File: config.mk
export PLATFORM = sky130hd
export DESIGN_NAME = mp3_frame_sync_flat
export DESIGN_NICKNAME = d
export VERILOG_FILES = /design/src/rtl/mp3_frame_sync_if.sv /design/src/rtl/mp3_frame_sync.sv /design/src/flat_wrapper.sv
export SDC_FILE = /design/constraint.sdc
export NUM_CORES = 1
export LEC_CHECK = 0
export BUFFER_PORTS_ARGS = -buffer_cell sky130_fd_sc_hd__buf_2
export CORE_MARGIN = 1.5
export CORE_UTILIZATION = 45
export CTS_CLUSTER_DIAMETER = 60
export DETAILED_ROUTE_END_ITERATION = 8
export SYNTH_ARGS = -nofsm -noshare
export SYNTH_HDL_FRONTEND = slang
export SYNTH_SLANG_ARGS = --single-unit
File: constraint.sdc
create_clock -name clk -period 4.4 [get_ports clk]
set_input_delay 0.88 -clock clk [delete_from_list [all_inputs] [get_ports clk]]
set_output_delay 0.88 -clock clk [all_outputs]
set_load 0.02 [all_outputs]
File: src/rtl/mp3_frame_sync_if.sv
// mp3_frame_sync_if: raw input byte stream and aligned output frame stream
//   axiid/axiiv : raw stream byte and valid (source -> aligner)
//   axiod/axiov : aligned frame byte and valid (aligner -> parser)
//   sof/eof     : first/last byte markers of each forwarded frame
//   master: stream source and frame sink side; slave: the aligner
interface mp3_frame_sync_if;
  logic [7:0] axiid;
  logic       axiiv;
  logic [7:0] axiod;
  logic       axiov;
  logic       sof;
  logic       eof;
  modport master(output axiid, axiiv, input axiod, axiov, sof, eof);
  modport slave(input axiid, axiiv, output axiod, axiov, sof, eof);
endinterface

File: src/rtl/mp3_frame_sync.sv
// mp3_frame_sync: aligns a raw MP3 byte stream to MPEG-1 Layer III 44.1 kHz frames
//   clk, rst_n      : clock, asynchronous active-low reset
//   bus (slave)     : axiid/axiiv in; axiod/axiov/sof/eof out, registered
//   locked          : high while forwarding aligned frames
//   sync_lost       : one-cycle pulse when a predicted header is missing
//   frame_count     : frames forwarded since reset (wraps)
//   skip_count      : stream bytes discarded since reset (saturates)
//   Define LOCK_CONFIRM_EN to require a second header at the predicted position
//   before any frame is forwarded.
module mp3_frame_sync #(
  parameter int COUNT_W     = 16,
  parameter bit CHECK_LAYER = 1
) (
  input  logic               clk,
  input  logic               rst_n,
  mp3_frame_sync_if.slave    bus,
  output logic               locked,
  output logic               sync_lost,
  output logic [COUNT_W-1:0] frame_count,
  output logic [COUNT_W-1:0] skip_count
);
`ifdef LOCK_CONFIRM_EN
  typedef enum logic [1:0] {HUNT, CONFIRM, LOCKED} state_t;
`else
  typedef enum logic {HUNT, LOCKED} state_t;
`endif
  state_t state_q, state_d;
  logic [31:0] w_q, w_d;
  logic [3:0] v_q, v_d;
  logic [10:0] rem_q, rem_d, n_len;
  logic first_q, first_d;
  logic [7:0] axiod_q, axiod_d;
  logic axiov_q, axiov_d, sof_q, sof_d, eof_q, eof_d, lost_q, lost_d;
  logic [COUNT_W-1:0] fc_q, fc_d, sc_q, sc_d;
  logic hv;
  function automatic logic [10:0] frame_len(input logic [3:0] idx);
    case (idx)
      4'd1:    frame_len = 11'd104;
      4'd2:    frame_len = 11'd130;
      4'd3:    frame_len = 11'd156;
      4'd4:    frame_len = 11'd182;
      4'd5:    frame_len = 11'd208;
      4'd6:    frame_len = 11'd261;
      4'd7:    frame_len = 11'd313;
      4'd8:    frame_len = 11'd365;
      4'd9:    frame_len = 11'd417;
      4'd10:   frame_len = 11'd522;
      4'd11:   frame_len = 11'd626;
      4'd12:   frame_len = 11'd731;
      4'd13:   frame_len = 11'd835;
      4'd14:   frame_len = 11'd1044;
      default: frame_len = 11'd0;
    endcase
  endfunction
  // header checks look at the window as it stands after this beat's shift
  assign w_d   = {w_q[23:0], bus.axiid};
  assign v_d   = {v_q[2:0], 1'b1};
  assign hv    = &v_d && w_d[31:21] == 11'h7FF && (!CHECK_LAYER || w_d[20:17] == 4'b1101) &&
                 w_d[15:12] != 4'h0 && w_d[15:12] != 4'hF && w_d[11:10] == 2'b00;
  assign n_len = frame_len(w_d[15:12]) + {10'd0, w_d[9]};
  always_comb begin
    state_d = state_q;
    rem_d   = rem_q;
    first_d = first_q;
    axiod_d = axiod_q;
    axiov_d = 1'b0;
    sof_d   = 1'b0;
    eof_d   = 1'b0;
    lost_d  = 1'b0;
    fc_d    = fc_q;
    sc_d    = sc_q;
    if (bus.axiiv) begin
      // outside LOCKED every valid byte pushed out of the window is discarded
      if (state_q != LOCKED && v_q[3] && !(&sc_q)) sc_d = sc_q + 1'b1;
      case (state_q)
        HUNT: begin
          rem_d   = n_len;
          first_d = 1'b1;
`ifdef LOCK_CONFIRM_EN
          state_d = hv ? CONFIRM : HUNT;
`else
          state_d = hv ? LOCKED : HUNT;
`endif
        end
`ifdef LOCK_CONFIRM_EN
        CONFIRM: begin
          rem_d = rem_q - 11'd1;
          if (rem_q == 11'd1) begin
            rem_d   = n_len;
            first_d = 1'b1;
            state_d = hv ? LOCKED : HUNT;
          end
        end
`endif
        default: begin
          axiod_d = w_q[31:24];
          axiov_d = 1'b1;
          sof_d   = first_q;
          first_d = 1'b0;
          rem_d   = rem_q - 11'd1;
          // last byte: the post-shift window is exactly where the next header must be
          if (rem_q == 11'd1) begin
            eof_d   = 1'b1;
            fc_d    = fc_q + 1'b1;
            rem_d   = n_len;
            first_d = hv;
            lost_d  = !hv;
            state_d = hv ? LOCKED : HUNT;
          end
        end
      endcase
    end
  end
  always_ff @(posedge clk or negedge rst_n) begin
    if (!rst_n) begin
      state_q <= HUNT;
      w_q     <= '0;
      v_q     <= '0;
      rem_q   <= '0;
      first_q <= 1'b0;
      axiod_q <= '0;
      axiov_q <= 1'b0;
      sof_q   <= 1'b0;
      eof_q   <= 1'b0;
      lost_q  <= 1'b0;
      fc_q    <= '0;
      sc_q    <= '0;
    end else begin
      state_q <= state_d;
      rem_q   <= rem_d;
      first_q <= first_d;
      axiod_q <= axiod_d;
      axiov_q <= axiov_d;
      sof_q   <= sof_d;
      eof_q   <= eof_d;
      lost_q  <= lost_d;
      fc_q    <= fc_d;
      sc_q    <= sc_d;
      if (bus.axiiv) begin
        w_q <= w_d;
        v_q <= v_d;
      end
    end
  end
  assign bus.axiod   = axiod_q;
  assign bus.axiov   = axiov_q;
  assign bus.sof     = sof_q;
  assign bus.eof     = eof_q;
  assign locked      = state_q == LOCKED;
  assign sync_lost   = lost_q;
  assign frame_count = fc_q;
  assign skip_count  = sc_q;
endmodule

File: src/flat_wrapper.sv
// flat-port wrapper written by rule: the top's interface ports become plain ports
module mp3_frame_sync_flat 
#(
  parameter int COUNT_W     = 16,
  parameter bit CHECK_LAYER = 1
)
  (clk, rst_n, locked, sync_lost, frame_count, skip_count, bus_axiid, bus_axiiv, bus_axiod, bus_axiov, bus_sof, bus_eof);
  mp3_frame_sync_if bus_i ();
  input  logic clk;
  input  logic rst_n;
  output logic locked;
  output logic sync_lost;
  output logic [COUNT_W-1:0] frame_count;
  output logic [COUNT_W-1:0] skip_count;
  input wire logic [$bits(bus_i.axiid)-1:0] bus_axiid;
  input wire logic [$bits(bus_i.axiiv)-1:0] bus_axiiv;
  output wire logic [$bits(bus_i.axiod)-1:0] bus_axiod;
  output wire logic [$bits(bus_i.axiov)-1:0] bus_axiov;
  output wire logic [$bits(bus_i.sof)-1:0] bus_sof;
  output wire logic [$bits(bus_i.eof)-1:0] bus_eof;
  assign bus_i.axiid = bus_axiid;
  assign bus_i.axiiv = bus_axiiv;
  assign bus_axiod = bus_i.axiod;
  assign bus_axiov = bus_i.axiov;
  assign bus_sof = bus_i.sof;
  assign bus_eof = bus_i.eof;
  mp3_frame_sync #(.COUNT_W(COUNT_W), .CHECK_LAYER(CHECK_LAYER)) u_core (.clk(clk), .rst_n(rst_n), .bus(bus_i), .locked(locked), .sync_lost(sync_lost), .frame_count(frame_count), .skip_count(skip_count));
endmodule
# == Word-level counts from Yosys, hierarchy flattened ==
# Memories as Yosys holds them, arrays and structs flattened.
# Index checks and enable logic that the tools add are counted.
# word_totals
in_bits,11
register_bits,93
wordCells,55
out_inout_bits,45
romBits,176
memories,1
# memory_table
name,words,word_bits,rd,rd_ports_with_merged_regs,write_ports,line,source
(name not given),16,11,1,0,0,mp3_frame_sync.sv:37,case (idx)
# classes
n_addsub,4
n_eq_ne,4
n_reduce_logical,16
n_mux,17
bitwise_logic,1
# ops
cell,n
"16-bit by 1-bit adder with 16-bit output, second input constant",2
11-bit 2-to-1 mux,2
16-bit AND reduction,1
1-bit 2-to-1 mux,15
11-bit by 1-bit adder with 11-bit output,1
"11-bit by 1-bit equality test with 1-bit output, second input constant",1
"11-bit equality test, second input constant",1
"11-bit by 1-bit subtractor with 11-bit output, second input constant",1
1-bit logical AND,7
3-bit AND reduction,2
"4-bit equality test, second input constant",1
"4-bit != test, second input constant",1
2-bit AND reduction,2
4-bit nonzero test,1
1-bit zero test,2
2-bit zero test,1
1-bit NOT,1

# == Longest topological paths before layout ==
# logic_depth
word_depth,10
ltp_mapped,12

# == Least setup slack after synthesis ==
# No wires, ideal clock.
# synth_timing
path_type,reg2reg
startpoint,reg u_core.w_q[7]
endpoint,reg u_core.rem_q[9]
path_slack_ns,2.166
n_path_buf,2
path_stages_with_launch,12
arrival_time_ns,2.093
t_required_ns,4.259
setup_time_ns,0.141
period_less_slack_ns,2.234
cell_sequence,dfrtp_1 -> buf_4 -> clkbuf_1 -> nor2_1 -> a21oi_1 -> ha_1 -> inv_1 -> a211o_1 -> a211oi_1 -> nand3_1 -> xnor2_1 -> o221ai_1
# synth_between
elab_chain_len,4
# synth_lines
element,line,source
start: declaration,mp3_frame_sync.sv:28,"logic [31:0] w_q, w_d;"
start signal: assignment,mp3_frame_sync.sv:140,w_q <= w_d;
memory read 16 x 11 bit (*),-,
11-bit by 1-bit adder with 11-bit output (*),mp3_frame_sync.sv:60,"assign n_len = frame_len(w_d[15:12]) + {10'd0, w_d[9]};"
11-bit 2-to-1 mux,mp3_frame_sync.sv:102,if (rem_q == 11'd1) begin
11-bit 2-to-1 mux (*),mp3_frame_sync.sv:75,case (state_q)
end signal: assignment,mp3_frame_sync.sv:130,rem_q <= rem_d;
end: declaration,mp3_frame_sync.sv:30,"logic [10:0] rem_q, rem_d, n_len;"
# Mark *: on every way between the ends. The rest lies on a longest branch, timed or not.
# A chain may end at the register's enable or synchronous reset.

# == Worst setup path after layout ==
# layout_timing
startpoint,reg u_core.w_q[6]
endpoint,reg u_core.rem_q[4]
# Same word-level chain as after synthesis.

==> results.toml <==
[power_and_ir_drop]
power_switching_w = 0.0005944
swShare_pct = 29.72
irDropWorstVdd_mv = 0.2223
clockPowerShare_pct = 29.7
leakagePower_nw = 2.406
p_seq_share_pct = 53.2
intPower_w = 0.001405
power_density_mw_per_mm2 = 383.7
p_comb_share_pct = 17.1
power_w = 0.002000

[critical_path]
cp-startpoint = "u_core.w_q[6]"
path_class = "register to register"
crit_path_end_kind = "register"
rr_startpoint = "u_core.w_q[6]"
reg2regPathDepth = 9
cpMaxStageDelayCell = "dfrtp_1"
crit_path_max_fanout = 23
cp_common_cell = "ha_1"
slowest_delay_ns = 0.81
ff2ff_setup_slack_ns = 1.61
timing.critical_path.to = "u_core.rem_q[4]"
path_buf_inv = 1
cp.depth = 9
crit_path_start_kind = "register"
required_ns = 4.64
critical_path.top_delay_family = "flip-flops"
critPathArrivalTime_ns = 3.02
r2r-end = "u_core.rem_q[4]"
crit_chain = "inv_1 -> ha_1 -> nand2_1 -> o21ai_0 -> ha_1 -> a21boi_0 -> xor2_1 -> nor2_1 -> or3_1"

[sta]
fin_crit_sh_pct = 63.32
layout_setup_ws_ns = 1.614
drv_slew = 0
rsz0062_at_grt = "no"
tightestPinTransition_ns = 0.9357
skew_ns = 0.003667
hold_viol = 0
fmax_ghz = 0.3589
relSlewSlack_pct = 37.62
final-setup-viol-count = 0
finalSetupTns_ns = 0
fin_crit_ns = 2.786

[floorplanning]
die-area_sq_mm = 0.01091
start_util_pct = 46.97
fp.coreArea_sq_mm = 0.009864
ioPinCount = 56
die_width_microns = 104.5
fp.dieH_microns = 104.5
rows = 36

[clock_network]
cts-root-buf = "clkbuf_8"
numCtsBuffers = 9
cts_hold_buf = 0
cts_tree = "done"
clock_path_buffers = 2
cts_max_level = 3
clock_sinks = 93
post-cts-setup-buffer-count = 0
clkTransAtPathRegs_ns = 0.09
worstSkewPairLatency_ns = 0.35
cts_resized = 0

[yosys]
synth_edf_count = 0
synthCells = 405
synth_seq_cells = 93
syn_area_sq_mm = 0.004633
yosysTopAreaCellShare_pct = 50.23
yosysWarnings = 0
synth-async-reset-ratio_pct = 100.0
synth_nets = 432
ys_types = 60
yosys_most_used_dff = "dfrtp_1"
synth_area_leader_cell = "dfrtp_1"
syn_avg_cell_area_sq_um = 11.44
synth_area_leaders = "dfrtp_1 (50%), mux2_2 (10%), xnor2_1 (4.9%)"
synth_seq_area_share_pct = 50.23

[global_routing]
grt_antenna_before_repair = 0
grt_pass1_wl_mm = 14.94
grt_pass1_vias = 3030
grt_use_total_pct = 16.95
grt_max_degree = 75
grt_overflow = 0

[placement]
gp_congestion = 0.8076
dpl.hpwl_mm = 6.005
io_buffers = 55
place_ws_ns = 1.527

[route]
viasPerCell = 5.356
dr.pass1.iters = 4
wire_per_inst_microns = 14.51
drt_wl_total_mm = 8.602
ant_nets = 0
drcViolationCount = 0
dr.first_iter.drc_count = 135
vias = 3176

[layout]
drive_above_1_share_pct = 27.83
final_util_pct = 52.84
insertedDiodeCount = 0
mostFrequentLayoutCells = "dfrtp_1 (93), buf_2 (54), mux2_2 (42), nand2_1 (30), xnor2_1 (26)"
fin_nets = 482
final_common_cell = "dfrtp_1"
fillers = 878
area_growth_pct = 12.50

[job]
cap_violations = 0

[outcome]
status = "complete, no violations"

[worst_hold_path]
hold_class = "register to register"
==> metrics by stage <==
step	hold slack, ns	area (sq um)	cells
floorplan	0.4538	4633	405
global placement	0.4547	5002	577
detailed placement	0.4587	5002	577
CTS	0.4755	5213	593
global route	0.5163	5213	593
finish	0.4706	5213	593
==> how the worst min path moves through the flow <==
stage	slack (ns)	start	cells after the start	end
3_3_place_gp	0.45	u_core.frame_count[15]	1	u_core.frame_count[15]
6_report	0.47	u_core.frame_count[15]	1	u_core.frame_count[15]
2_1_floorplan	0.45	u_core.v_q[0]	1	u_core.v_q[0]
5_1_grt	0.52	u_core.v_q[0]	1	u_core.v_q[0]
4_1_cts	0.48	u_core.frame_count[15]	1	u_core.frame_count[15]
3_5_place_dp	0.46	u_core.frame_count[15]	1	u_core.frame_count[15]
==> Yosys cell counts (4+ instances only) <==
cell type	number
nor3_1	9
and4_1	5
mux2_2	42
nand3_1	18
nand2_1	30
ha_1	16
inv_1	12
nor2_1	19
nor2b_1	4
mux2i_1	5
o21ai_0	16
xnor2_1	26
nand4_1	8
dfrtp_1	93
a21oi_1	13
clkbuf_1	11
nor4_1	4
and3_1	7
xor2_1	12
==> layer usage <==
layer,GRT usage (%),up-vias,routed length (microns)
met3,4.261,5,415
li1,-,1538,-
met1,24.15,1560,4219
met2,25.85,73,3923
met4,4.167,0,43
met5,0,-,0
==> registers in the layout, summed over array words and instances (netlist names) <==
register,count
u_core.v_q,4
u_core.bus.axiov,1
u_core.bus.sof,1
u_core.locked,1
u_core.frame_count,16
u_core.sync_lost,1
u_core.w_q,32
u_core.bus.axiod,8
u_core.first_q,1
u_core.rem_q,11
u_core.skip_count,16
u_core.bus.eof,1
==> power groups by stage <==
stage               Sequential, W  Combinational [W]  Clock (W)
detailed placement        0.00108           0.000345          0
CTS                       0.00106           0.000347   0.000615
global route              0.00109           0.000382   0.000650
floorplan                 0.00108           0.000228          0
finish                    0.00106           0.000342   0.000594
global placement          0.00108           0.000342          0
==> area by class of cell <==
cell class / instances / area [sq um] / share of cell area (%)
tap: 133 / 166.4 / 3.193
sequential: 93 / 2327 / 44.65
multi-input combinational: 282 / 2171 / 41.65
clock inverter: 4 / 55.05 / 1.056
inverter: 12 / 45.04 / 0.8641
timing repair buffer: 57 / 292.8 / 5.617
clock buffer: 12 / 155.1 / 2.976
==> worst register-to-register path: cells and delay by family (launching register included) <==
kind	cells	cell delay, ns
AND/OR/NAND/NOR	3	0.44
adder cells (fa/ha/maj)	2	0.63
AO/OA/AOI/OAI	2	0.42
flip-flops	1	0.81
XOR/XNOR	1	0.16
buffers and inverters	1	0.21
==> logic make-up (layout without fill, tap and decap cells) <==
| family | count (synthesis) | count (layout) | synth area share, % |
|---|---|---|---|
| mux | 48 | 48 | 11.77 |
| xor+xnor | 39 | 39 | 7.535 |
| fa+ha+maj | 16 | 16 | 4.321 |
| buf+inv | 30 | 85 | 2.916 |
| compound gates | 52 | 52 | 7.967 |
| flops | 93 | 93 | 50.23 |
| simple gates | 127 | 127 | 15.26 |
Note: power is estimated with default switching activity, not from simulation.
